<file path="config.mk">
export PLATFORM = sky130hd
export DESIGN_NAME = div_unit
export DESIGN_NICKNAME = d
export VERILOG_FILES = /design/src/rtl/div_unit.sv
export SDC_FILE = /design/constraint.sdc
export NUM_CORES = 1
export LEC_CHECK = 0
export CELL_PAD_IN_SITES_DETAIL_PLACEMENT = 0
export CELL_PAD_IN_SITES_GLOBAL_PLACEMENT = 2
export CORE_UTILIZATION = 36
export CTS_BUF_LIST = sky130_fd_sc_hd__clkbuf_8
export DETAILED_ROUTE_END_ITERATION = 8
export PLACE_DENSITY_LB_ADDON = 0.1
export SYNTH_ARGS = -nofsm -noshare
export SYNTH_HDL_FRONTEND = slang
export SYNTH_SLANG_ARGS = --single-unit
export TNS_END_PERCENT = 1
</file>
<file path="constraint.sdc">
create_clock -name clk -period 7.94 [get_ports clk]
set_clock_uncertainty 0.1 [all_clocks]
set_input_delay 1.588 -clock clk [delete_from_list [all_inputs] [get_ports clk]]
set_output_delay 1.588 -clock clk [all_outputs]
set_load 0.1 [all_outputs]
</file>
<file path="src/rtl/div_unit.sv">
// div_unit: multi-cycle RV32M DIV/DIVU/REM/REMU, radix-2 restoring, MSB first.
// Ports: clk, rst (async high), start/divop/dividend/divisor in; busy, done, divout out.
module div_unit #(
  parameter int XLEN  = 32,
  parameter int CNT_W = 6
) (
  input  logic            clk,
  input  logic            rst,
  input  logic            start,
  input  logic [1:0]      divop,
  input  logic [XLEN-1:0] dividend,
  input  logic [XLEN-1:0] divisor,
  output logic            busy,
  output logic            done,
  output logic [XLEN-1:0] divout
);

  typedef enum logic [1:0] {
    IDLE,
    CALC,
    FIN
  } state_e;

  localparam logic [XLEN-1:0]  SMIN = {1'b1, {(XLEN-1){1'b0}}};
  localparam logic [CNT_W-1:0] LAST = CNT_W'(XLEN-1);

  state_e          state_q, state_d;
  logic [1:0]      op_q, op_d;
  logic            negq_q, negq_d;
  logic            negr_q, negr_d;
  logic [XLEN-1:0] dvd_q, dvd_d;
  logic [XLEN-1:0] dvs_q, dvs_d;
  logic [XLEN-1:0] rem_q, rem_d;
  logic [CNT_W-1:0] cnt_q, cnt_d;
  logic [XLEN-1:0] divout_q, divout_d;

  logic            accept;
  logic            sgn;
  logic            a_neg;
  logic            b_neg;
  logic [XLEN-1:0] a_mag;
  logic [XLEN-1:0] b_mag;
  logic [XLEN:0]   shl;
  logic [XLEN:0]   diff;
  logic            ge;
  logic [XLEN-1:0] rem_nx;
  logic [XLEN-1:0] quo_nx;
  logic [XLEN-1:0] q_fin;
  logic [XLEN-1:0] r_fin;

  always_comb begin
    accept = start && (state_q != CALC);
    sgn    = ~divop[0];
    a_neg  = sgn & dividend[XLEN-1];
    b_neg  = sgn & divisor[XLEN-1];
    a_mag  = a_neg ? -dividend : dividend;
    b_mag  = b_neg ? -divisor : divisor;
    // Shifted partial remainder needs XLEN+1 bits; the borrow of the
    // wide subtract is the compare result. Stored remainder < divisor.
    shl    = {rem_q, dvd_q[XLEN-1]};
    diff   = shl - {1'b0, dvs_q};
    ge     = ~diff[XLEN];
    rem_nx = ge ? diff[XLEN-1:0] : shl[XLEN-1:0];
    // Quotient bits shift into the dividend register as it empties.
    quo_nx = {dvd_q[XLEN-2:0], ge};
    q_fin  = negq_q ? -quo_nx : quo_nx;
    r_fin  = negr_q ? -rem_nx : rem_nx;
  end

  always_comb begin
    state_d  = state_q;
    op_d     = op_q;
    negq_d   = negq_q;
    negr_d   = negr_q;
    dvd_d    = dvd_q;
    dvs_d    = dvs_q;
    rem_d    = rem_q;
    cnt_d    = cnt_q;
    divout_d = divout_q;
    unique case (state_q)
      CALC: begin
        rem_d = rem_nx;
        dvd_d = quo_nx;
        cnt_d = cnt_q + CNT_W'(1);
        if (cnt_q == LAST) begin
          state_d  = FIN;
          divout_d = op_q[1] ? r_fin : q_fin;
        end
      end
      default: begin
        state_d = IDLE;
        if (accept) begin
          op_d = divop;
          if (divisor == '0) begin
            state_d  = FIN;
            divout_d = divop[1] ? dividend : '1;
          end else if (sgn && dividend == SMIN && divisor == '1) begin
            state_d  = FIN;
            divout_d = divop[1] ? '0 : SMIN;
          end else begin
            state_d = CALC;
            negq_d  = a_neg ^ b_neg;
            negr_d  = a_neg;
            dvd_d   = a_mag;
            dvs_d   = b_mag;
            rem_d   = '0;
            cnt_d   = '0;
          end
        end
      end
    endcase
  end

  always_ff @(posedge clk or posedge rst) begin
    if (rst) begin
      state_q  <= IDLE;
      op_q     <= '0;
      negq_q   <= 1'b0;
      negr_q   <= 1'b0;
      dvd_q    <= '0;
      dvs_q    <= '0;
      rem_q    <= '0;
      cnt_q    <= '0;
      divout_q <= '0;
    end else begin
      state_q  <= state_d;
      op_q     <= op_d;
      negq_q   <= negq_d;
      negr_q   <= negr_d;
      dvd_q    <= dvd_d;
      dvs_q    <= dvs_d;
      rem_q    <= rem_d;
      cnt_q    <= cnt_d;
      divout_q <= divout_d;
    end
  end

  assign busy   = (state_q == CALC);
  assign done   = (state_q == FIN);
  assign divout = divout_q;

endmodule
</file>
==> impl_metrics.yaml <==
synth:
  yosys.area_share.simple: 0.217
  synth-async-reset-ratio: 1.00
  yosys-mux-area-fraction: 0.0358
  synth_area_leaders: "dfrtp_1, o21ai_0, nand2_1"
  ys_ff_latch: 139
  synth_seq_area_share: 0.297
  yosysTopAreaCellShare: 0.297
  synthXorXnorAreaFrac: 0.111
  synth_edf_count: 0
  synth_top_family_by_area: "compound AO/OA/AOI/OAI gates"
  yosysTopAreaCell: "dfrtp_1"
  syn_inst: 1512
  syn_area_per_cell_um2: 7.75
  yosys_warnings: 0
  synth_compound_area_frac: 0.248
  synthAdderAreaFrac: 0.0423
  netlist_area_um2: 11700
  synth_nets: 1620
  ys_types: 87
  synthFlopType: "dfrtp_1"
sta:
  final_hold_viol_count: 0
  setup_violations: 0
  fin_ws_ns: 2.23
  relSlewSlack: 0.229
  tightest_slew_ns: 1.15
  slew_violations: 0
  rsz0062_at_grt: "no"
  totalNegativeSetupSlack_ns: 0
  fmax_mhz: 175
  fin_crit_sh: 0.720
  layout_min_cycle_time_ns: 5.71
die:
  std_cell_rows: 65
  die_h_um: 182
  io_pins: 103
  start_util: 0.369
  fp.dieW_um: 182
  core_area_um2: 31800
  dieArea_um2: 33300
global_route:
  grt_overflow: 0
  grt_max_degree: 89
  antenna_found_initial: 0
  grt.total_usage: 0.251
  grt_pass1_vias: 11000
  grt_pass1_wl_um: 64000
drt:
  avgViaCountPerCell: 5.53
  final_antenna_net_count: 0
  drc: 0
  detail_route.wirelength_um: 40400
  first_iter_violations: 703
  dr.pass1.iters: 5
  vias: 11100
  wl_per_cell_um: 20.1
placement:
  dpl_cell_area_um2: 13100
  portBuffers: 102
  place_congestion: 0.883
  hpwl_um: 30900
  pre_cts_ws_ns: 2.02
clocking:
  cts_buffers: 17
  cts_max_level: 4
  root_buffer: "clkbuf_8"
  clkTransAtPathRegs_ns: 0.10
  cts_sinks: 139
  postCtsSetupBuffers: 0
  max-clock-path-buffers: 2
  clock_latency_ns: 0.50
  cts_tree: "done"
  hold_buffers: 0
  cts_resized: 0
critical_path:
  worst-setup-path-type: "reg2reg"
  cp-start-kind: "flip-flop"
  r2r_slack_ns: 2.23
  arrival_ns: 5.98
  worstPathRequired_ns: 8.21
  path_max_fanout: 6
  end_kind: "flip-flop"
finish:
  diodes: 0
  synthToLayoutAreaGrowth_pct: 14.6
  fin_area_um2: 13400
  nets: 1673
  layout-drive-gt1-share: 0.0602
  utilization: 0.422
run_status:
  status: "finished clean"
job:
  maxCapViolCount: 0
min_path:
  hp-class: "reg2reg"
[area by class of cell]
type | instances | area [µm²]
Tap cell | 435 | 544
Multi-Input combinational cell | 1234 | 7690
Clock inverter | 14 | 121
Sequential cell | 139 | 3480
Timing Repair Buffer | 117 | 1130
Inverter | 56 | 215
Clock buffer | 18 | 248
Fill cell | 3303 | 18400
[state kept, by name (all words and copies together) (netlist names)]
name and cells:
divout 32, dvd_q 32, dvs_q 32, rem_q 32
cnt_q 6, state_q 2, negq_q 1, negr_q 1
op_q 1
[per-layer routing]
metal,GRT usage,vias up,share of wire
li1,-,5522,-
met1,0.339,5312,0.47
met2,0.402,255,0.46
met3,0.0379,49,0.041
met4,0.0988,0,0.034
met5,0,-,0
[cell usage in the layout (no fill, tap or decap), types with 5 or more instances in the layout]
cell type	n
nand2b_1	19
mux2_2	7
o21bai_1	5
o211ai_1	22
inv_1	54
nor2_1	116
xnor2_1	83
nand2_1	215
nor4_1	21
o21ai_0	198
o21ai_1	16
o41ai_1	9
a221oi_1	5
a211oi_1	7
clkdlybuf4s50_1	102
o21a_1	8
a21oi_1	70
clkbuf_8	18
mux2i_1	34
and2_1	9
ha_1	38
xor2_1	63
o31ai_1	18
or2_2	8
nor3_1	25
o22ai_1	38
a31oi_1	20
dfrtp_1	139
or4_1	8
nand3_1	27
buf_4	15
or3_1	29
inv_6	5
nand4_1	21
a21o_1	10
[logic make-up (layout without fill, tap and decap cells)]
family                     Yosys count  after routing
DFF                                139            139
buffers and inverters              139            205
AOI/OAI and AO/OA                  471            471
muxes                               41             41
adders and majority gates           39             39
and+or+nand+nor                    536            536
xor gates and xnor gates           147            147
[cell usage after synthesis (all sizes together) (8+ instances only)]
master	number
or3	29
ha	38
nor3	26
xor2	63
o41ai	11
o22ai	38
a21oi	73
dfrtp	139
inv	55
nand2	215
nand2b	20
clkbuf	58
nor4	22
xnor2	84
or4	9
nor2	117
o211ai	22
nand4	21
o21ai	216
o31ai	20
or2	10
nand3	28
and2	11
o21a	8
buf	25
mux2i	34
a31oi	20
a21o	10
[through the flow]
| stage | hold slack [ns] | cells |
|---|---|---|
| after floorplan | 0.354 | 1512 |
| after global placement | 0.370 | 1981 |
| after detailed placement | 0.384 | 1981 |
| after CTS | 0.402 | 2013 |
| after global routing | 0.441 | 2013 |
| final | 0.396 | 2013 |
[critical path: stages (launching register included)]
cell	delay, ns
dfrtp_1	0.38
inv_1	0.07
ha_1	0.22
fa_1	0.40
nand2b_1	0.19
a21oi_2	0.23
o21ba_4	0.21
o21ai_4	0.09
a2111oi_4	0.42
o21ai_2	0.20
xnor2_4	0.18
o21ai_0	0.34
ha_1	0.26
nand2_1	0.07
or3_1	0.33
or4_1	0.50
nor3_1	0.19
mux2i_1	0.19
or4b_1	0.61
o21ai_1	0.18
xnor2_1	0.13
o21ai_1	0.08
[final timing paths]
path | start | cells past startpoint | end
hold reg to reg | dvs_q[0] | 2 | dvs_q[0]
min in group asynchronous | rst | 2 | dvd_q[4]
max in group asynchronous | rst | 3 | dvs_q[22]
setup / recovery | dvd_q[31] | 21 | divout[24]
setup reg to reg | dvd_q[31] | 21 | divout[24]
hold / removal | dvs_q[0] | 2 | dvs_q[0]
Power is not shown: default switching activity piles up to over one toggle a cycle in this logic, so the estimate is an artifact.
==> edit 1 (same settings) <==
Register the outputs `busy` and `done`, with the module's reset; this adds one clock of latency there. The other outputs are not delayed to match.
--- a/src/rtl/div_unit.sv
+++ b/src/rtl/div_unit.sv
@@ -135,8 +135,15 @@
     end
   end
 
-  assign busy   = (state_q == CALC);
-  assign done   = (state_q == FIN);
+  always_ff @(posedge clk or posedge rst) begin
+    if (rst) begin
+      busy <= '0;
+      done <= '0;
+    end else begin
+      busy <= (state_q == CALC);
+      done <= (state_q == FIN);
+    end
+  end
   assign divout = divout_q;
 
 endmodule
Function: changed (a bounded check fails within 4 cycles, from zero or initial values and one cycle with rst high).
==> edit 1 against the unedited design <==
Utilization up 0.074 points; sequential cell count up 2; design area up 2.8%; worst setup slack worse by 0.70 ns; highest routed layer unchanged; synthesized area up 2.3%; wire length up 12%.
Power is left out: the tool's default activity adds up to more than one toggle a clock period on the data nets, which glitch-free logic cannot reach.
==> edit 1: results (changes against the unedited design) <==
Non-clk bufs=115 (was 117); num sequential=141 (was 139); clk root buf=clkbuf_8 (unchanged); area of the multi-input gates=7890 um2 (was 7690 um2); CP max stage delay=0.73 ns (was 0.61 ns); pre-CTS WS=1.69 ns (was 2.02 ns); FP Rows=66 (was 65); Crit path max-delay family=compound AO/OA/AOI/OAI gates (was simple AND/OR/NAND/NOR gates); syn_area_per_cell=7.57 um2 (was 7.75 um2); fin cells=2092 (was 2013); DR WL met2=20000 um (was 18500 um); relative slew slack=24.3% (was 22.9%); Total GRT Usage=27.4% (was 25.1%); layout inverter count without the clock tree=63 (was 56); vias post-DR=11900 (was 11100); cell area after layout=13800 um2 (was 13400 um2); GR Util met3=5.69% (was 3.79%); ClkCell Share=3.44% (was 2.75%); most frequent cells after synthesis=nand2_1 (234), o21ai_0 (202), dfrtp_1 (141), nor2_1 (127), a21oi_1 (111) (was nand2_1 (215), o21ai_0 (198), dfrtp_1 (139), nor2_1 (117), xnor2_1 (83)); status=finished clean (unchanged); Placer Congestion=0.903 (was 0.883); DR iter-0 viols=987 (was 703); reg2reg setup slack=1.52 ns (was 2.23 ns); Clk pin slew, worst setup/hold paths=0.08 ns (was 0.10 ns); crit path from=dvd_q[31]$_DFFE_PP0P_ (unchanged); hold crit path type=reg2reg (unchanged); Max Clk Rate=0.156 GHz (was 0.175 GHz); H-tree levels=4 (unchanged); Filler cells=3419 (was 3303); largest cells by area after synthesis=dfrtp_1 (29%), o21ai_0 (8.4%), nand2_1 (7.3%), xnor2_1 (5.0%), a21oi_1 (4.6%) (was dfrtp_1 (30%), o21ai_0 (8.5%), nand2_1 (6.9%), xnor2_1 (6.2%), xor2_1 (4.7%)); buffering overhead=8.11% (was 8.44%); grt met2 use=41.8% (was 40.2%); Reg2Reg Depth=20 (was 21); slowest CP cell=inv_2 (was or4b_1); sequential cell area share=25.6% (was 25.9%); vias in the first global route=11200 (was 11000); hpwl dp=34300 um (was 30900 um); share of layout cells above drive strength 1=5.03% (was 6.02%); Nets=1745 (was 1673); first-pass GRT wire length=69600 um (was 64000 um); pin count of the biggest net entering global routing=91 (was 89); met1 GRT Util=39.1% (was 33.9%); met3 routed WL=2890 um (was 1660 um); critical path arrival=6.71 ns (was 5.98 ns); antenna violations before repair=2 (was 0); multi-input logic cell count=1299 (was 1234); Yosys cell types=83 (was 87); Routed WL per cell=21.7 um (was 20.1 um); Met1 Routed Length=21700 um (was 18900 um); Critical Path Fanout Max=52 (was 6); Seq/Total Area, Yosys=29.4% (was 29.7%); post-CTS sizing=0 (unchanged); Post-DP Area=13300 um2 (was 13100 um2)
## edit 1: worst min-delay path by stage
stage,start,to,slack (ns),depth (start not counted)
2_1_floorplan,state_q[0]$_DFFE_PP0P_,done$_DFF_PP0_,0.30,1
3_3_place_gp,state_q[0]$_DFFE_PP0P_,done$_DFF_PP0_,0.35,1
3_5_place_dp,state_q[0]$_DFFE_PP0P_,done$_DFF_PP0_,0.37,1
4_1_cts,dvs_q[30]$_DFFE_PP0P_,dvs_q[30]$_DFFE_PP0P_,0.39,2
5_1_grt,divout[19]$_DFFE_PP0P_,divout[19]$_DFFE_PP0P_,0.42,2
6_report,state_q[0]$_DFFE_PP0P_,done$_DFF_PP0_,0.38,1
## edit 1: cell families (layout without fill, tap and decap cells)
family / after synthesis / count (layout) / share of synthesized area, %
compound gates: 520 / 520 / 26.5
xor+xnor: 129 / 129 / 9.43
fa+ha+maj: 39 / 39 / 4.13
buf+inv: 144 / 210 / 4.88
flops: 141 / 141 / 29.4
mux: 30 / 30 / 2.64
simple gates: 581 / 581 / 23.0
==> edit 2 (config.mk and constraints unchanged) <==
Without the edit above. Change the parameter `CNT_W` from 6 to 7.
--- a/src/rtl/div_unit.sv
+++ b/src/rtl/div_unit.sv
@@ -2,7 +2,7 @@
 // Ports: clk, rst (async high), start/divop/dividend/divisor in; busy, done, divout out.
 module div_unit #(
   parameter int XLEN  = 32,
-  parameter int CNT_W = 6
+  parameter int CNT_W = 7
 ) (
   input  logic            clk,
   input  logic            rst,
Formal check against the unedited RTL: same outputs for any inputs over 4 cycles, from zero or initial values and one cycle with rst high; that may be too few to reach the edited logic, so the function may still have changed.
==> edit 2 against the unedited design <==
Fmax down 6.5%; critical path type unchanged; sequential cell count is 1 higher; final cell count is 5.6% higher; synthesized area grew 4.6%; design area rose by 3.8%; worst setup slack lost 0.39 ns; non-clock buffer count is 3 lower; highest routed layer is now met5; wire length grew 20%; largest cell class unchanged; first-iteration DRC count grew 69%.
Power is not shown: default switching activity piles up to over one toggle a cycle in this logic, so the estimate is an artifact.
==> edit 2: results (changes against the unedited design) <==
drt total wl=48300 um (was 40400 um); most frequent cells after synthesis=o21ai_0 (188), nand2_1 (171), nor2_1 (164), dfrtp_1 (140), a21oi_1 (130) (was nand2_1 (215), o21ai_0 (198), dfrtp_1 (139), nor2_1 (117), xnor2_1 (83)); DR iter-0 viols=1188 (was 703); Placer Congestion=0.893 (was 0.883); share of layout cells above drive strength 1=5.01% (was 6.02%); Total GRT Usage=27.9% (was 25.1%); largest cells by area after synthesis=dfrtp_1 (29%), o21ai_0 (7.7%), a21oi_1 (5.3%), xnor2_1 (5.3%), nand2_1 (5.2%) (was dfrtp_1 (30%), o21ai_0 (8.5%), nand2_1 (6.9%), xnor2_1 (6.2%), xor2_1 (4.7%)); Routed WL per cell=22.7 um (was 20.1 um); Mapped Nets=1732 (was 1620); Yosys cell types=83 (was 87); met1 GRT Util=41.1% (was 33.9%); vias post-DR=12400 (was 11100); Met1 Routed Length=23800 um (was 18900 um); Critical Path Fanout Max=23 (was 6); Post-Synth XOR/XNOR Area=8.79% (was 11.1%); met3 routed WL=3120 um (was 1660 um); placed cells=2093 (was 1981); DR WL met2=20700 um (was 18500 um); highest routed layer=met5 (was met4); Synth Area in Adders=4.04% (was 4.23%); pin count of the biggest net entering global routing=95 (was 89); status=finished clean (unchanged); slowest CP cell=nor4_1 (was or4b_1); Nets=1772 (was 1673); relative slew slack=23.9% (was 22.9%); grt met2 use=41.0% (was 40.2%); pre-CTS WS=1.57 ns (was 2.02 ns); mux cell area share after synthesis=3.57% (was 3.58%); CP max stage delay=0.59 ns (was 0.61 ns)
edit 2: changes by cell type in the layout (fill, tap and decap cells not counted), sizes merged, moves of 8 or more:
cell    unedited run  this run
a21oi             73       133
nor2             117       165
nand2            215       171
o22ai             38         3
nand3             28        56
o21ai            216       192
nor3              26        45
xor2              63        49
inv               61        74
and3               4        14
xnor2             84        74
a211oi             7        15
edit 2: area by class of cell:
type / instances / area, um2
Tap cell: 448 / 561
Fill cell: 3520 / 19600
Sequential cell: 140 / 3500
Clock buffer: 18 / 248
Timing Repair Buffer: 114 / 1120
Multi-Input combinational cell: 1320 / 8110
Inverter: 71 / 272
Clock inverter: 14 / 123
edit 2: path summary, 6_finish.rpt:
path                                  startpoint  slack, ns                endpoint  depth (start not counted)
max                        dvd_q[31]$_DFFE_PP0P_       1.83  divout[24]$_DFFE_PP0P_                         20
min                        dvs_q[26]$_DFFE_PP0P_       0.40   dvs_q[26]$_DFFE_PP0P_                          2
max reg2reg                dvd_q[31]$_DFFE_PP0P_       1.83  divout[24]$_DFFE_PP0P_                         20
min reg2reg                dvs_q[26]$_DFFE_PP0P_       0.40   dvs_q[26]$_DFFE_PP0P_                          2
max in group asynchronous                    rst       5.06   rem_q[17]$_DFFE_PP0P_                          3
min in group asynchronous                    rst       1.50   dvd_q[14]$_DFFE_PP0P_                          2
edit 2: critical path: cells and delay by family (launching register included):
kind | cells | cell delay (ns)
AO/OA/AOI/OAI | 9 | 2.57
AND/OR/NAND/NOR | 5 | 1.37
adder cells (fa/ha/maj) | 3 | 0.93
buffers and inverters | 2 | 0.49
flip-flops | 1 | 0.42
XOR/XNOR | 1 | 0.12
